<file path="src/rtl/seg_display_pkg.sv">
// Shared types, active-low glyph constants and helpers for the seven-segment controller.
// Glyph constants carry bit 7 = 1 (dp off); callers overwrite bit 7 with the live dp.
package seg_display_pkg;

    typedef logic [7:0] seg_t;

    localparam seg_t SEG_0     = 8'hC0;
    localparam seg_t SEG_1     = 8'hF9;
    localparam seg_t SEG_2     = 8'hA4;
    localparam seg_t SEG_3     = 8'hB0;
    localparam seg_t SEG_4     = 8'h99;
    localparam seg_t SEG_5     = 8'h92;
    localparam seg_t SEG_6     = 8'h82;
    localparam seg_t SEG_7     = 8'hF8;
    localparam seg_t SEG_8     = 8'h80;
    localparam seg_t SEG_9     = 8'h90;
    localparam seg_t SEG_A     = 8'h88;
    localparam seg_t SEG_B     = 8'h83;
    localparam seg_t SEG_C     = 8'hC6;
    localparam seg_t SEG_D     = 8'hA1;
    localparam seg_t SEG_E     = 8'h86;
    localparam seg_t SEG_F     = 8'h8E;
    localparam seg_t SEG_DASH  = 8'hBF;
    localparam seg_t SEG_BLANK = 8'hFF;

    function automatic seg_t hex_to_seg(input logic [3:0] nib);
        seg_t s;
        case (nib)
            4'h0: s = SEG_0;
            4'h1: s = SEG_1;
            4'h2: s = SEG_2;
            4'h3: s = SEG_3;
            4'h4: s = SEG_4;
            4'h5: s = SEG_5;
            4'h6: s = SEG_6;
            4'h7: s = SEG_7;
            4'h8: s = SEG_8;
            4'h9: s = SEG_9;
            4'hA: s = SEG_A;
            4'hB: s = SEG_B;
            4'hC: s = SEG_C;
            4'hD: s = SEG_D;
            4'hE: s = SEG_E;
            default: s = SEG_F;
        endcase
        return s;
    endfunction

    // Enough BCD digits to hold any 4*digits-bit binary value.
    function automatic int bcd_digits(input int digits);
        return digits + (digits + 3) / 4;
    endfunction

endpackage

</file>
<file path="src/rtl/seg_bcd_conv.sv">
// Double-dabble binary-to-BCD converter: W shift cycles, result held on done for one cycle.
// start is only honoured in IDLE; busy stays high from the cycle after start until commit.
module seg_bcd_conv
    import seg_display_pkg::*;
#(
    parameter int W = 16
) (
    input  logic         clk,
    input  logic         reset_n,
    input  logic         start,
    input  logic [W-1:0] value,
    output logic         busy,
    output logic         done,
    output logic [W-1:0] bcd,
    output logic         ovf
);

    localparam int BD = bcd_digits(W / 4);
    localparam int BW = 4 * BD;
    localparam int CW = $clog2(W);

    typedef enum logic [1:0] {IDLE, SHIFT, DONE} state_t;

    state_t        state;
    logic [BW-1:0] bcd_r;
    logic [W-1:0]  sr;
    logic [CW-1:0] cnt;

    function automatic logic [BW-1:0] dd_step(input logic [BW-1:0] cur, input logic bit_in);
        logic [BW-1:0] adj;
        adj = cur;
        for (int i = 0; i < BD; i++) begin
            if (adj[4*i +: 4] >= 4'd5) adj[4*i +: 4] = adj[4*i +: 4] + 4'd3;
        end
        return {adj[BW-2:0], bit_in};
    endfunction

    // The first shift happens on the start edge itself, so IDLE->DONE spans exactly W shifts.
    always_ff @(posedge clk) begin
        if (!reset_n) begin
            state <= IDLE;
            busy  <= 1'b0;
            done  <= 1'b0;
            bcd_r <= '0;
            sr    <= '0;
            cnt   <= '0;
        end else begin
            case (state)
                IDLE: begin
                    if (start) begin
                        bcd_r <= dd_step('0, value[W-1]);
                        sr    <= value << 1;
                        cnt   <= CW'(1);
                        busy  <= 1'b1;
                        state <= SHIFT;
                    end
                end
                SHIFT: begin
                    bcd_r <= dd_step(bcd_r, sr[W-1]);
                    sr    <= sr << 1;
                    if (cnt == CW'(W - 1)) begin
                        done  <= 1'b1;
                        state <= DONE;
                    end else begin
                        cnt <= cnt + CW'(1);
                    end
                end
                DONE: begin
                    done  <= 1'b0;
                    busy  <= 1'b0;
                    state <= IDLE;
                end
                default: state <= IDLE;
            endcase
        end
    end

    assign bcd = bcd_r[W-1:0];
    assign ovf = |bcd_r[BW-1:W];

endmodule

</file>
<file path="src/rtl/seg_display_ctrl.sv">
// Multi-bank multiplexed 7-seg controller; outputs registered one cycle behind the scan counters.
// Hex loads commit immediately; decimal loads commit after conversion, loads while busy are dropped.
module seg_display_ctrl
    import seg_display_pkg::*;
#(
    parameter int DIGITS   = 4,
    parameter int BANKS    = 2,
    parameter int PRESCALE = 50000
) (
    input  logic                        i_mclk,
    input  logic                        i_reset_n,
    input  logic [BANKS*4*DIGITS-1:0]   i_value,
    input  logic [BANKS-1:0]            i_load,
    input  logic [BANKS-1:0]            i_mode,
    input  logic [BANKS-1:0]            i_lzb,
    input  logic [BANKS*DIGITS-1:0]     i_dp,
    output logic [BANKS-1:0]            o_busy,
    output logic [BANKS*8-1:0]          o_seg,
    output logic [BANKS*DIGITS-1:0]     o_an
);

    localparam int W  = 4 * DIGITS;
    localparam int PW = $clog2(PRESCALE);
    localparam int SW = (DIGITS > 1) ? $clog2(DIGITS) : 1;

    logic [PW-1:0]           presc;
    logic [SW-1:0]           scan;
    logic [W-1:0]            disp [BANKS];
    logic [W-1:0]            bcd  [BANKS];
    logic [BANKS-1:0]        disp_ovf, disp_lzb, pend_lzb;
    logic [BANKS-1:0]        start, hex_load, done, ovf;
    logic [BANKS*8-1:0]      seg_next;
    logic [BANKS*DIGITS-1:0] an_next;

    assign start    = i_load &  i_mode & ~o_busy;
    assign hex_load = i_load & ~i_mode & ~o_busy;

    for (genvar gb = 0; gb < BANKS; gb++) begin : g_bank
        seg_bcd_conv #(.W(W)) u_conv (
            .clk     (i_mclk),
            .reset_n (i_reset_n),
            .start   (start[gb]),
            .value   (i_value[gb*W +: W]),
            .busy    (o_busy[gb]),
            .done    (done[gb]),
            .bcd     (bcd[gb]),
            .ovf     (ovf[gb])
        );
    end

    // lzb for a decimal load is captured at the load but only takes effect with the result.
    always_ff @(posedge i_mclk) begin
        if (!i_reset_n) begin
            for (int b = 0; b < BANKS; b++) disp[b] <= '0;
            disp_ovf <= '0;
            disp_lzb <= '0;
            pend_lzb <= '0;
        end else begin
            for (int b = 0; b < BANKS; b++) begin
                if (hex_load[b]) begin
                    disp[b]     <= i_value[b*W +: W];
                    disp_ovf[b] <= 1'b0;
                    disp_lzb[b] <= i_lzb[b];
                end
                if (start[b]) pend_lzb[b] <= i_lzb[b];
                if (done[b]) begin
                    disp[b]     <= bcd[b];
                    disp_ovf[b] <= ovf[b];
                    disp_lzb[b] <= pend_lzb[b];
                end
            end
        end
    end

    always_comb begin
        logic [3:0]    nib;
        logic [SW-1:0] msd;
        logic          dp;
        seg_t          glyph;
        seg_next = '1;
        an_next  = '1;
        for (int b = 0; b < BANKS; b++) begin
            nib = '0;
            msd = '0;
            dp  = 1'b0;
            for (int k = 0; k < DIGITS; k++) begin
                if (disp[b][4*k +: 4] != 4'h0) msd = SW'(k);
                if (SW'(k) == scan) begin
                    nib = disp[b][4*k +: 4];
                    dp  = i_dp[b*DIGITS + k];
                end
                if (presc != '0) an_next[b*DIGITS + k] = (SW'(k) != scan);
            end
            if (disp_ovf[b])                     glyph = SEG_DASH;
            else if (disp_lzb[b] && (scan > msd)) glyph = SEG_BLANK;
            else                                 glyph = hex_to_seg(nib);
            glyph[7] = ~dp;
            seg_next[b*8 +: 8] = glyph;
        end
    end

    always_ff @(posedge i_mclk) begin
        if (!i_reset_n) begin
            presc <= '0;
            scan  <= '0;
            o_seg <= '1;
            o_an  <= '1;
        end else begin
            if (presc == PW'(PRESCALE - 1)) begin
                presc <= '0;
                scan  <= (scan == SW'(DIGITS - 1)) ? '0 : scan + SW'(1);
            end else begin
                presc <= presc + PW'(1);
            end
            o_seg <= seg_next;
            o_an  <= an_next;
        end
    end

endmodule

</file>
<file path="config.mk">
export PLATFORM = sky130hd
export DESIGN_NAME = seg_display_ctrl
export DESIGN_NICKNAME = d
export VERILOG_FILES = /design/src/rtl/seg_display_pkg.sv /design/src/rtl/seg_bcd_conv.sv /design/src/rtl/seg_display_ctrl.sv
export SDC_FILE = /design/constraint.sdc
export NUM_CORES = 1
export LEC_CHECK = 0
export ABC_AREA = 1
export CORE_ASPECT_RATIO = 1.75
export CORE_MARGIN = 2
export CORE_UTILIZATION = 54
export CTS_BUF_LIST = sky130_fd_sc_hd__clkbuf_2
export CTS_CLUSTER_SIZE = 20
export DETAILED_ROUTE_END_ITERATION = 10
export DONT_BUFFER_PORTS = 1
export PLACE_DENSITY = 0.69
export SYNTH_ARGS = -nofsm -noshare
export SYNTH_HDL_FRONTEND = slang
export SYNTH_HIERARCHICAL = 1
export SYNTH_SLANG_ARGS = --single-unit
</file>
<file path="constraint.sdc">
create_clock -name i_mclk -period 3.95 [get_ports i_mclk]
set_input_delay 0.395 -clock i_mclk [delete_from_list [all_inputs] [get_ports i_mclk]]
set_output_delay 0.395 -clock i_mclk [all_outputs]
set_load 0.02 [all_outputs]
</file>
==> reports/metrics.csv <==
stage,metric,value,unit
route,drtAntennaViolNets,0,
clock_tree,h-tree-depth,4,
power,vdd_drop_max,0.000275,V
yosys,syn_area,0.00903,sq mm
placed_design,place_ws,1530,ps
grt,antenna_found_initial,1,
worst_setup_path,slowest_stage,dlygate4sd3_1,
route,vias,7936,
min_path,min_path_type,in -> reg,
layout,final_cell_area,0.00959,sq mm
worst_setup_path,arrival,3710,ps
yosys,synth_nets,1334,
floorplan,fp.dieW,102,um
power,p_int,2.27,mW
yosys,synthSimpleGateAreaFrac,0.288,
grt,grt_pass1_vias,7356,
yosys,synth_top_family_by_area,simple AND/OR/NAND/NOR gates,
floorplan,die_h,175,um
route,drt-total-wl,21.4,mm
power,pwr-share-comb,0.120,
floorplan,std_cell_rows,62,
timing,min_period_over_period,0.767,
layout,nFillCells,1571,
floorplan,ios,74,
yosys,yosysTopAreaCell,dfxtp_1,
yosys,synth_adder_area_share,0.0637,
timing,maxSlewHeadroom,0.513,
clock_tree,clkSinkCount,162,
timing,fmax,330,MHz
worst_setup_path,crit_fanout,14,
flow_run,drv_cap,0,
clock_tree,ctsLongestPathBuffers,2,
clock_tree,ctsResizeCount,0,
worst_setup_path,r2r_end,o_seg[6],
worst_setup_path,path_common_cell,nand2_1,
yosys,netlist_top_cells_area,"dfxtp_1 (29%), nand2_1 (12%), edfxtp_1 (11%)",
min_path,worstHoldEndpoint,o_seg[5],
yosys,syn_area_per_cell,7.28,sq um
power,power,3.23,mW
grt,gr-total-overflow,0,
route,drt_iter0_markers,378,
clock_tree,root_buffer,clkbuf_2,
grt,track_usage,0.248,
timing,fin_setup_tns,0,ps
layout,layout_commonest_cell,nand2_1,
clock_tree,cts_tree,done,
floorplan,initial_utilization,0.552,
worst_setup_path,end_kind,flop,
yosys,synth_top_area_share,0.288,
outcome,status,"complete, no violations",
floorplan,die_area,0.0178,sq mm
timing,final_hold_viol_count,0,
layout,final_cell_mix,"nand2_1 (299), nand3_1 (137), dfxtp_1 (130)",
timing,layout_min_cycle_time,3030,ps
yosys,synth_seq_cells,162,
grt,grt_max_degree,57,
placed_design,place_congestion,0.874,
timing,rsz0062_at_grt,no,
route,drc,0,
clock_tree,cts_buffers,17,
clock_tree,post_cts_buffers,0,
yosys,syn_inst,1240,
worst_setup_path,crit_path_start_kind,flop,
timing,setup_violations,0,
power,p_seq_frac,0.575,
route,drtPass1Iterations,5,
worst_setup_path,slowest_delay,550,ps
clock_tree,hold_buffers,46,
route,viasPerCell,5.40,
power,swShare,0.295,
yosys,synth_xor_xnor_area_share,0.00291,
floorplan,core,0.0164,sq mm
worst_setup_path,r2r-start,scan[0],
power,p_sw,0.951,mW
yosys,synth_seq_area_share,0.395,
route,wl_per_cell,14.6,um
power,powerDensity,336,mW/mm^2
worst_setup_path,reg2reg_slack,920,ps
clock_tree,cts.clk_slew.worst_paths,250,ps
yosys,yosysWarnings,6,
layout,syn_to_final_growth,6.21,%
grt,grt_pass1_wl,35.1,mm
clock_tree,clk_latency,750,ps
worst_setup_path,critical_path_required,4630,ps
min_path,min_path_cells,3,
layout,drive_gt1_frac,0.0635,
placed_design,place_area,0.00885,sq mm
timing,worst_pin_slew,725,ps
layout,fin_nets,1326,
timing,fin_skew,21.2,ps
worst_setup_path,reg2reg_depth,15,
yosys,synth_compound_area_frac,0.135,
yosys,ys_types,41,
placed_design,hpwl,15.1,mm
min_path,worstHoldStart,i_reset_n,
worst_setup_path,path_cells,inv_1 > ha_1 > inv_2 > nor2_1 > nor2_1 > a21boi_2 > inv_1 > ha_1 > nand2_1 > nand2_1 > nand2_1 > nand2_1 > nand2_1 > nand2_1 > dlygate4sd3_1,
power,p_leak,4.06,nW
power,pwr-share-clk,0.305,
timing,slew_viol_final,0,
timing,setup_ws,920,ps
placed_design,io_buffers,0,
worst_setup_path,path_class,reg -> reg,
yosys,synth_mux_area_frac,0,
power by group through the flow:
stage	clock, mW	sequential, mW	combinational (mW)
final	0.983	1.85	0.388
after global routing	1.08	1.87	0.437
after CTS	1.02	1.86	0.386
after detailed placement	0	1.89	0.327
after global placement	0	1.89	0.322
after floorplan	0	1.87	0.280
kinds of logic after synthesis:
family                   Yosys count
flip-flops                       162
buffers and inverters            219
AND/OR/NAND/NOR                  593
XOR/XNOR                           3
AO/OA/AOI/OAI                    217
adder cells (fa/ha/maj)           46
routing by layer:
layer  routed length [um]  track usage  vias up
met4                  555       0.0923        0
met3                 1060       0.0460       34
met2                11300        0.448      206
met5                    0            0        -
met1                 8460        0.281     3656
li1                     -            -     4040
registers in the layout (all words and copies together), names as in the netlist:
register	flops
g_bank.u_conv/busy	2
pend_lzb	2
disp	32
g_bank.u_conv/bcd_r	40
g_bank.u_conv/sr	30
presc	16
g_bank.u_conv/cnt	8
disp_ovf	2
g_bank.u_conv/state	4
o_an	4
g_bank.u_conv/done	2
disp_lzb	2
o_seg	16
scan	2
layout make-up:
| class | count | area (sq um) | share of cell area |
|---|---|---|---|
| Multi-Input combinational cell | 859 | 4430 | 0.462 |
| Clock inverter | 15 | 181 | 0.0189 |
| Tap cell | 224 | 280 | 0.0292 |
| Antenna cell | 1 | 2.50 | 0.000261 |
| Sequential cell | 162 | 3560 | 0.371 |
| Clock buffer | 17 | 85.1 | 0.00887 |
| Inverter | 139 | 522 | 0.0544 |
| Timing Repair Buffer | 53 | 531 | 0.0553 |
synthesized netlist by cell type, drive strengths merged:
master	number
nand2	310
nand3	139
inv	138
dfxtp	130
a21oi	107
nor2	96
o21ai	73
buf	64
ha	46
edfxtp	32
nand4	23
o211ai	22
clkbuf	16
nor3	9
nor4	7
a21boi	4
a31oi	4
nand3b	4
o21a	4
or2	3
xor2	3
a22oi	2
nor3b	2
a211oi	1
clkinv	1
critical path: cells and delay by family, from the launching register on:
family / cells / cell delay [ps]
AOI/OAI and AO/OA: 1 / 310
DFF: 1 / 390
adders and majority gates: 2 / 710
and+or+nand+nor: 8 / 540
buffers and inverters: 4 / 1000
worst max-delay path by stage:
| stage | startpoint | to | cells past startpoint |
|---|---|---|---|
| floorplan | scan[0] | o_seg[14] | 14 |
| global placement | scan[0] | o_seg[14] | 14 |
| detailed placement | scan[0] | o_seg[14] | 14 |
| CTS | scan[0] | o_seg[6] | 15 |
| global route | scan[0] | o_seg[6] | 15 |
| finish | scan[0] | o_seg[6] | 15 |
through the flow:
step,instances,hold WS [ps],utilization
finish,1470,76.1,0.586
global route,1470,42.3,0.586
CTS,1469,18.0,0.586
detailed placement,1391,454,0.540
global placement,1391,449,0.540
floorplan,1240,439,-
No activity file was read; power rests on OpenSTA's default activity.
